### config.mk
export PLATFORM = sky130hd
export DESIGN_NAME = apb_master_bridge
export DESIGN_NICKNAME = d
export VERILOG_FILES = /design/src/rtl/apb_master_bridge.sv
export SDC_FILE = /design/constraint.sdc
export NUM_CORES = 1
export LEC_CHECK = 0
export CAP_MARGIN = 20
export CORE_MARGIN = 1
export CORE_UTILIZATION = 37
export CTS_BUF_LIST = sky130_fd_sc_hd__clkbuf_2
export DETAILED_ROUTE_END_ITERATION = 6
export GPL_ROUTABILITY_DRIVEN = 0
export PLACE_DENSITY = 0.78
export SLEW_MARGIN = 20
export SYNTH_ARGS = -nofsm -noshare
export SYNTH_HDL_FRONTEND = slang
export SYNTH_SLANG_ARGS = --single-unit
### constraint.sdc
create_clock -name Pclk -period 1.63 [get_ports Pclk]
set_input_delay 0.2445 -clock Pclk [delete_from_list [all_inputs] [get_ports Pclk]]
set_output_delay 0.2445 -clock Pclk [all_outputs]
set_load 0.005 [all_outputs]
### src/rtl/apb_master_bridge.sv
// APB requester: takes one command at a time, runs SETUP/ACCESS on one of two
// slaves selected by the address MSB, and reports completion on a one-cycle pulse.
module apb_master_bridge #(
    parameter int ADD_WIDTH = 9,
    parameter int WIDTH     = 32,
    parameter int TIMEOUT   = 16,
    parameter int RDATA_LAT = 1
) (
    input  logic                   Pclk,
    input  logic                   Preset,
    // Command handshake: a command transfers at a rising edge where
    // cmd_valid && cmd_ready; cmd_* are ignored at every other edge.
    input  logic                   cmd_valid,
    output logic                   cmd_ready,
    input  logic                   cmd_write,
    input  logic [ADD_WIDTH-1:0]   cmd_addr,
    input  logic [WIDTH-1:0]       cmd_wdata,
    input  logic [WIDTH/8-1:0]     cmd_strb,
    output logic                   rsp_valid,
    output logic [WIDTH-1:0]       rsp_rdata,
    output logic                   rsp_err,
    output logic                   Psel1,
    output logic                   Psel2,
    output logic                   Penable,
    output logic                   Pwrite,
    output logic [ADD_WIDTH-2:0]   Paddr,
    output logic [WIDTH-1:0]       Pwdata,
    output logic [WIDTH/8-1:0]     Pstrb,
    input  logic [WIDTH-1:0]       Prdata1,
    input  logic [WIDTH-1:0]       Prdata2,
    input  logic                   Pready1,
    input  logic                   Pready2,
    output logic [1:0]             fsm_state
);

    typedef enum logic [1:0] {
        IDLE    = 2'd0,
        SETUP   = 2'd1,
        ACCESS  = 2'd2,
        CAPTURE = 2'd3
    } state_t;

    localparam logic [7:0] TIMEOUT_LAST = 8'(TIMEOUT - 1);

    state_t               state, state_next;
    logic                 sel_hi, sel_hi_next;
    logic [7:0]           cnt, cnt_next;
    logic                 psel1_next, psel2_next, penable_next, pwrite_next;
    logic [ADD_WIDTH-2:0] paddr_next;
    logic [WIDTH-1:0]     pwdata_next;
    logic [WIDTH/8-1:0]   pstrb_next;
    logic                 rsp_valid_next, rsp_err_next;
    logic [WIDTH-1:0]     rsp_rdata_next;
    logic                 pready_sel;
    logic [WIDTH-1:0]     prdata_sel;

    // Only the addressed slave's ready and data lines are ever looked at.
    assign pready_sel = sel_hi ? Pready2 : Pready1;
    assign prdata_sel = sel_hi ? Prdata2 : Prdata1;
    assign cmd_ready  = (state == IDLE) && !Preset;
    assign fsm_state  = state;

    always_comb begin
        state_next     = state;
        sel_hi_next    = sel_hi;
        cnt_next       = cnt;
        psel1_next     = Psel1;
        psel2_next     = Psel2;
        penable_next   = Penable;
        pwrite_next    = Pwrite;
        paddr_next     = Paddr;
        pwdata_next    = Pwdata;
        pstrb_next     = Pstrb;
        rsp_valid_next = 1'b0;
        rsp_rdata_next = rsp_rdata;
        rsp_err_next   = rsp_err;

        case (state)
            IDLE: begin
                if (cmd_valid) begin
                    state_next   = SETUP;
                    sel_hi_next  = cmd_addr[ADD_WIDTH-1];
                    cnt_next     = '0;
                    psel1_next   = !cmd_addr[ADD_WIDTH-1];
                    psel2_next   = cmd_addr[ADD_WIDTH-1];
                    penable_next = 1'b0;
                    pwrite_next  = cmd_write;
                    paddr_next   = cmd_addr[ADD_WIDTH-2:0];
                    pwdata_next  = cmd_write ? cmd_wdata : '0;
                    pstrb_next   = cmd_write ? cmd_strb : '0;
                end
            end
            SETUP: begin
                penable_next = 1'b1;
                state_next   = ACCESS;
            end
            ACCESS: begin
                if (pready_sel) begin
                    psel1_next   = 1'b0;
                    psel2_next   = 1'b0;
                    penable_next = 1'b0;
                    if (Pwrite) begin
                        state_next     = IDLE;
                        rsp_valid_next = 1'b1;
                        rsp_err_next   = 1'b0;
                        rsp_rdata_next = '0;
                    end else if (RDATA_LAT == 0) begin
                        state_next     = IDLE;
                        rsp_valid_next = 1'b1;
                        rsp_err_next   = 1'b0;
                        rsp_rdata_next = prdata_sel;
                    end else begin
                        state_next = CAPTURE;
                    end
                end else if (cnt == TIMEOUT_LAST) begin
                    // This was the last allowed wait cycle: abandon the transfer.
                    cnt_next       = cnt + 8'd1;
                    state_next     = IDLE;
                    psel1_next     = 1'b0;
                    psel2_next     = 1'b0;
                    penable_next   = 1'b0;
                    rsp_valid_next = 1'b1;
                    rsp_err_next   = 1'b1;
                    rsp_rdata_next = '0;
                end else begin
                    cnt_next = cnt + 8'd1;
                end
            end
            CAPTURE: begin
                // Registered-Prdata slaves present the word one cycle after completion.
                state_next     = IDLE;
                rsp_valid_next = 1'b1;
                rsp_err_next   = 1'b0;
                rsp_rdata_next = prdata_sel;
            end
            default: state_next = IDLE;
        endcase
    end

    always_ff @(posedge Pclk) begin
        if (Preset) begin
            state     <= IDLE;
            sel_hi    <= 1'b0;
            cnt       <= '0;
            Psel1     <= 1'b0;
            Psel2     <= 1'b0;
            Penable   <= 1'b0;
            Pwrite    <= 1'b0;
            Paddr     <= '0;
            Pwdata    <= '0;
            Pstrb     <= '0;
            rsp_valid <= 1'b0;
            rsp_rdata <= '0;
            rsp_err   <= 1'b0;
        end else begin
            state     <= state_next;
            sel_hi    <= sel_hi_next;
            cnt       <= cnt_next;
            Psel1     <= psel1_next;
            Psel2     <= psel2_next;
            Penable   <= penable_next;
            Pwrite    <= pwrite_next;
            Paddr     <= paddr_next;
            Pwdata    <= pwdata_next;
            Pstrb     <= pstrb_next;
            rsp_valid <= rsp_valid_next;
            rsp_rdata <= rsp_rdata_next;
            rsp_err   <= rsp_err_next;
        end
    end

endmodule

==> results.ini, run 1 <==
[status]
status = finished, violations left
failed_checks = setup timing

[min_path]
hold_depth = 3
min_path_type = input pin to register
min_from = cmd_addr[1]
hold-path-endpoint = Paddr[1]

[logic_synthesis]
yosysWarnings = 0
ys_top_cells_by_area = dfxtp_1 (47%), mux2_2 (9.3%), a22o_1 (7.7%)
postSynthCellCount = 394
synth_edf_count = 0
yosysTopAreaCell = dfxtp_1
ys.flop_type = dfxtp_1
synth.avg_cell_area_um2 = 10.1
async_flop_share_pct = 0
synth_cell_types = 40
ys_seq_area_share_pct = 46.7
synth_top_cell_area_share_pct = 46.7
synth_seq_cells = 93
netlist_area_um2 = 3980
syn_nets = 510

[clock_tree]
clockBufferDepth = 2
root_buffer = clkbuf_2
htree_levels = 3
cts_tree = yes
numCtsBuffers = 9
clkTransAtPathRegs_ns = 0.26
cts.sinks = 93
clk_latency_ns = 0.54

[power]
pwr-share-seq_pct = 53.1
p_int_mw = 3.37
p_total_mw = 4.68
p_leak_nw = 2.91
ir_drop_v = 0.000458
switching_share_pct = 28.0
pwr-share-comb_pct = 25.5
p_switching_mw = 1.31
power_density_nw_per_um2 = 686
power_frac_clock_pct = 21.4

[placement]
place_area_um2 = 6240
pre_cts_slack_ns = -0.277
portBuffers = 199
hpwl_um = 8810
dp_cells = 720

[critical_path]
path_buf_inv = 3
critical_path_class = register to register
crit_path_end_kind = register
cp_cell_sequence = buf_4, or3b_4, nor3b_4, buf_4, clkbuf_16, a22o_1
timing.rr.end = Pwdata[16]
path_delay_family = simple AND/OR/NAND/NOR gates
cpMaxStageDelayCell = or3b_4
worstPathMaxFanout = 9
reg2reg_slack_ns = -0.05
timing.rr.start = fsm_state[1]
slowest_delay_ns = 0.42
worstRegToRegCells = 6
startpoint_type = register
crit_arrival_ns = 2.16
cp.required_ns = 2.11
crit_top_cell = buf_4

[sta]
skew_ns = 0.0375
period_share_pct = 103
hold_viol = 0
drv_slew = 0
whs_ns = 0.219
slew-limit-headroom_pct = 75.4
fmax_mhz = 595
setup_ws_ns = -0.0495
rsz0062_at_grt = true
setup_viol_count_final = 36
fin_setup_tns_ns = -0.929
worst_slew_pin_slew_ns = 0.370
finalCriticalPeriod_ns = 1.68

[floorplan]
num_io_pins = 200
rows = 37
dieWidth_um = 106
die_y_um = 106
start_util_pct = 38.4
core_area_um2 = 10400
dieArea_um2 = 11200

[global_routing]
antenna_found_initial = 0
grt_pass1_wl_um = 19600
grt_max_degree = 38
grt_usage_pct = 22.0
overflow = 0
grt_pass1_vias = 3981

[flow_run]
drv_cap = 0

[cells_and_area]
layout_common_cells = clkdlybuf4s50_1 (113), dlygate4sd2_1 (82), dfxtp_2 (81)
drive_gt1_share_pct = 34.8
insertedDiodeCount = 0
post-route-util_pct = 65.7
layout_commonest_cell = clkdlybuf4s50_1
area_growth_pct = 71.1
fin_cells = 785
design_area_um2 = 6820
nets = 760

[route]
drtIter0Drc = 191
drt-total-wl_um = 13200
vias = 4239
drt_pre_antenna_iters = 7
viasPerCell = 5.40
ant_nets = 0
drc_errors = 0
wl_per_cell_um = 16.8

==> what timing repair did <==
item / CTS / global route
hold buffers: 1 / 0
hold endpoints to repair: 1 / 0
resized for setup: 177 / 11
setup buffers: 36 / 7
pin swaps: 1 / 4
cloned: 0 / 5
endpoints found under the setup margin: 91 / 46
==> Yosys cell counts, types with 5 or more instances <==
cell and number:
a22oi_1 32, nand4b_1 32, clkbuf_1 24, mux2_2 33
a22o_1 35, a21oi_1 55, nand3_1 5, buf_2 8
nand2_1 24, o21ai_0 8, dfxtp_1 93
==> state kept, by name (all words and copies together) (netlist names) <==
signal and cells:
Paddr 8, Penable 1, Psel1 1, Psel2 1
Pstrb 4, Pwdata 32, Pwrite 1, cnt 8
fsm_state 2, rsp_err 1, rsp_rdata 32, rsp_valid 1
sel_hi 1
==> area by class of cell <==
type | instances | area [um2]
tap | 136 | 170
fill | 863 | 3550
multi-input combinational | 261 | 1960
clock buffer | 10 | 50.0
clock inverter | 6 | 46.3
inverter | 2 | 7.51
sequential | 93 | 1970
timing repair buffer | 277 | 2600
==> power by group through the flow <==
stage | Combinational [mW] | Clock [mW] | Sequential (mW)
3_5_place_dp | 1.10 | 0 | 2.53
4_1_cts | 1.13 | 1.04 | 2.48
2_1_floorplan | 0.436 | 0 | 2.52
3_3_place_gp | 1.08 | 0 | 2.53
6_report | 1.19 | 1.00 | 2.48
5_1_grt | 1.28 | 1.14 | 2.50
==> logic make-up (layout without fill, tap and decap cells) <==
group | Yosys count | in the layout | share of synthesized area (%)
fa+ha+maj | 1 | 1 | 0.314
simple gates | 85 | 85 | 14.1
mux | 35 | 35 | 10.1
compound gates | 140 | 140 | 23.9
flops | 93 | 93 | 46.7
buf+inv | 40 | 295 | 4.77
==> worst max-delay path by stage <==
stage	to	startpoint	slack, ns	depth (start not counted)
floorplan	Pstrb[0]	fsm_state[1]	0.05	5
global placement	Pwdata[12]	cmd_valid	-0.20	5
detailed placement	Psel2	Pready2	-0.28	5
CTS	cmd_ready	fsm_state[1]	-0.02	3
global route	Pstrb[3]	fsm_state[0]	-0.12	6
finish	Pwdata[16]	fsm_state[1]	-0.05	6
==> worst reg2reg max path, delay by kind of cell (launching register included) <==
family | cells | cell delay (ns)
compound gates | 1 | 0.12
simple gates | 2 | 0.66
buf+inv | 3 | 0.47
flops | 1 | 0.40
==> metal layers <==
layer	vias to the layer above	track usage, %	wire [um]
met1	1997	24.5	5050
li1	2001	-	-
met5	-	0	0
met2	218	39.5	6620
met3	23	6.62	1250
met4	0	7.14	253
No activity file was read; power rests on OpenSTA's default activity.
==> run 2, diff against run 1 <==
--- a/config.mk
+++ b/config.mk
@@ -5,13 +5,12 @@
 export SDC_FILE = /design/constraint.sdc
 export NUM_CORES = 1
 export LEC_CHECK = 0
-export CAP_MARGIN = 20
 export CORE_MARGIN = 1
-export CORE_UTILIZATION = 37
+export CORE_UTILIZATION = 40
 export CTS_BUF_LIST = sky130_fd_sc_hd__clkbuf_2
 export DETAILED_ROUTE_END_ITERATION = 6
 export GPL_ROUTABILITY_DRIVEN = 0
-export PLACE_DENSITY = 0.78
+export PLACE_DENSITY = 0.8
 export SLEW_MARGIN = 20
 export SYNTH_ARGS = -nofsm -noshare
 export SYNTH_HDL_FRONTEND = slang
==> constraint.sdc (replaced) <==
create_clock -name Pclk -period 1.8 [get_ports Pclk]
set_input_delay 0.27 -clock Pclk [delete_from_list [all_inputs] [get_ports Pclk]]
set_output_delay 0.27 -clock Pclk [all_outputs]
set_load 0.005 [all_outputs]
==> results.ini, run 2 (same netlist as run 1, synthesis figures left out) <==
[min_path]
min_from = cmd_addr[6]
hold_depth = 3
hold-path-endpoint = Paddr[6]
min_path_type = input pin to register

[placement]
place_area_um2 = 6190
dp_cells = 710
hpwl_um = 8840
portBuffers = 199

[route]
ant_nets = 0
drt-total-wl_um = 12600
drt_pre_antenna_iters = 4
drtIter0Drc = 145
drc_errors = 0
wl_per_cell_um = 17.0
viasPerCell = 5.41
vias = 4011

[critical_path]
cp.depth = 1
worstPathMaxFanout = 2
timing.rr.start = fsm_state[0]
slowest_delay_ns = 0.50
timing.rr.end = cnt[4]
critical_path_class = register to output port
crit_arrival_ns = 1.48
worstRegToRegCells = 6
startpoint_type = register
cp.required_ns = 1.53
cpMaxStageDelayCell = clkdlybuf4s50_1
cp_cell_sequence = clkdlybuf4s50_1
crit_path_end_kind = output port
path_delay_family = buffers and inverters
path_buf_inv = 1
reg2reg_slack_ns = 0.08

[status]
status = completed

[clock_tree]
cts_tree = yes
root_buffer = clkbuf_2
clkTransAtPathRegs_ns = 0.31
ctsHoldBuffers = 0
clk_latency_ns = 0.58
clockBufferDepth = 2
cts.sinks = 93
numCtsBuffers = 9
htree_levels = 3

[power]
p_switching_mw = 1.24
p_leak_nw = 3.20
power_frac_clock_pct = 23.5
power_density_nw_per_um2 = 643
pwr-share-comb_pct = 23.8
ir_drop_v = 0.000351
pwr-share-seq_pct = 52.7
p_int_mw = 3.05
switching_share_pct = 28.9

[sta]
worst_slew_pin_slew_ns = 0.536
whs_ns = 0.184
drv_slew = 0
finalCriticalPeriod_ns = 1.75
fin_setup_tns_ns = 0
setup_viol_count_final = 0
slew-limit-headroom_pct = 64.3
fmax_mhz = 572
skew_ns = 0.0441
hold_viol = 0
period_share_pct = 97.2

[cells_and_area]
biggestRegsByFlops = Pwdata (32), rsp_rdata (32)
nets = 720
layout_commonest_cell = clkdlybuf4s50_1
insertedDiodeCount = 0
drive_gt1_share_pct = 29.2
multi_input_area_um2 = 1950
area_growth_pct = 67.2
fin_cells = 742
nFillCells = 720
design_area_um2 = 6660
regArea_um2 = 1970
layout_common_cells = clkdlybuf4s50_1 (144), dfxtp_2 (75), a21oi_1 (55)

[global_routing]
grt_pass1_wl_um = 18500
grt_usage_pct = 23.0
grt_max_degree = 51
grt_pass1_vias = 3845
overflow = 0
antenna_found_initial = 0

[floorplan]
die_y_um = 102
num_io_pins = 200
core_area_um2 = 9730
start_util_pct = 40.9
rows = 36
dieArea_um2 = 10400
dieWidth_um = 102

[flow_run]
drv_cap = 0

==> run 2: changes by cell type in the layout (fill, tap and decap cells not counted), moves of 2 or more <==
cell,change
buf_4,-31
buf_6,-5
clkbuf_16,-3
clkbuf_2,-2
clkdlybuf4s50_1,+31
clkinvlp_4,-2
dfxtp_1,+5
dfxtp_2,-6
dlygate4sd2_1,-78
dlymetal6s2s_1,+49
==> run 2: timing repair <==
action                                  CTS  global route
endpoints found under the setup margin   36            77
hold endpoints to repair                  0             0
setup buffers                             5            11
resized for setup                        49            95
==> run 2: power by group through the flow <==
stage	Combinational (mW)	Clock, mW	Sequential [mW]
5_1_grt	1.09	1.14	2.28
2_1_floorplan	0.395	0	2.28
6_report	1.02	1.01	2.26
4_1_cts	1.01	1.03	2.26
3_5_place_dp	0.984	0	2.29
3_3_place_gp	0.961	0	2.29
==> run 2: metrics by stage <==
stage	setup WS, ns	util (%)	power, mW
CTS	0.000117	65.7	4.30
global placement	-0.0442	63.6	3.25
floorplan	0.223	-	2.68
finish	0.0503	68.5	4.28
global route	-0.0108	68.5	4.50
detailed placement	-0.149	63.6	3.28
==> run 2: worst max path at each step <==
stage / from / to / slack (ns)
after floorplan: fsm_state[1] / Pstrb[0] / 0.22
after global placement: cmd_valid / Pstrb[0] / -0.04
after detailed placement: cmd_valid / cnt[4] / -0.15
after CTS: rsp_rdata[30] / rsp_rdata[30] / 0.0001
after global routing: Paddr[3] / Paddr[3] / -0.01
final: Paddr[3] / Paddr[3] / 0.05
==> run 2: metal layers <==
metal  GRT usage [%]  wire [um]  vias to the layer above  part of all wire, %
met4            9.03        191                        0                  1.5
met3            6.76       1330                       15                   11
met5               0          0                        -                    0
met2            39.9       5970                      208                   47
met1            26.7       5110                     1865                   41
li1                -          -                     1923                    -
==> run 2: layout make-up <==
type,count,area share [%]
Sequential cell,93,29.6
Clock inverter,7,1.01
Tap cell,133,2.50
Inverter,2,0.113
Timing Repair Buffer,237,36.9
Clock buffer,9,0.676
Multi-Input combinational cell,261,29.2
==> run 3, diff against run 2 <==
--- a/config.mk
+++ b/config.mk
@@ -11,7 +11,6 @@
 export DETAILED_ROUTE_END_ITERATION = 6
 export GPL_ROUTABILITY_DRIVEN = 0
 export PLACE_DENSITY = 0.8
-export SLEW_MARGIN = 20
 export SYNTH_ARGS = -nofsm -noshare
 export SYNTH_HDL_FRONTEND = slang
 export SYNTH_SLANG_ARGS = --single-unit
==> results of run 3 <==
Final layout, timing and power as in run 2 (identical DEF).
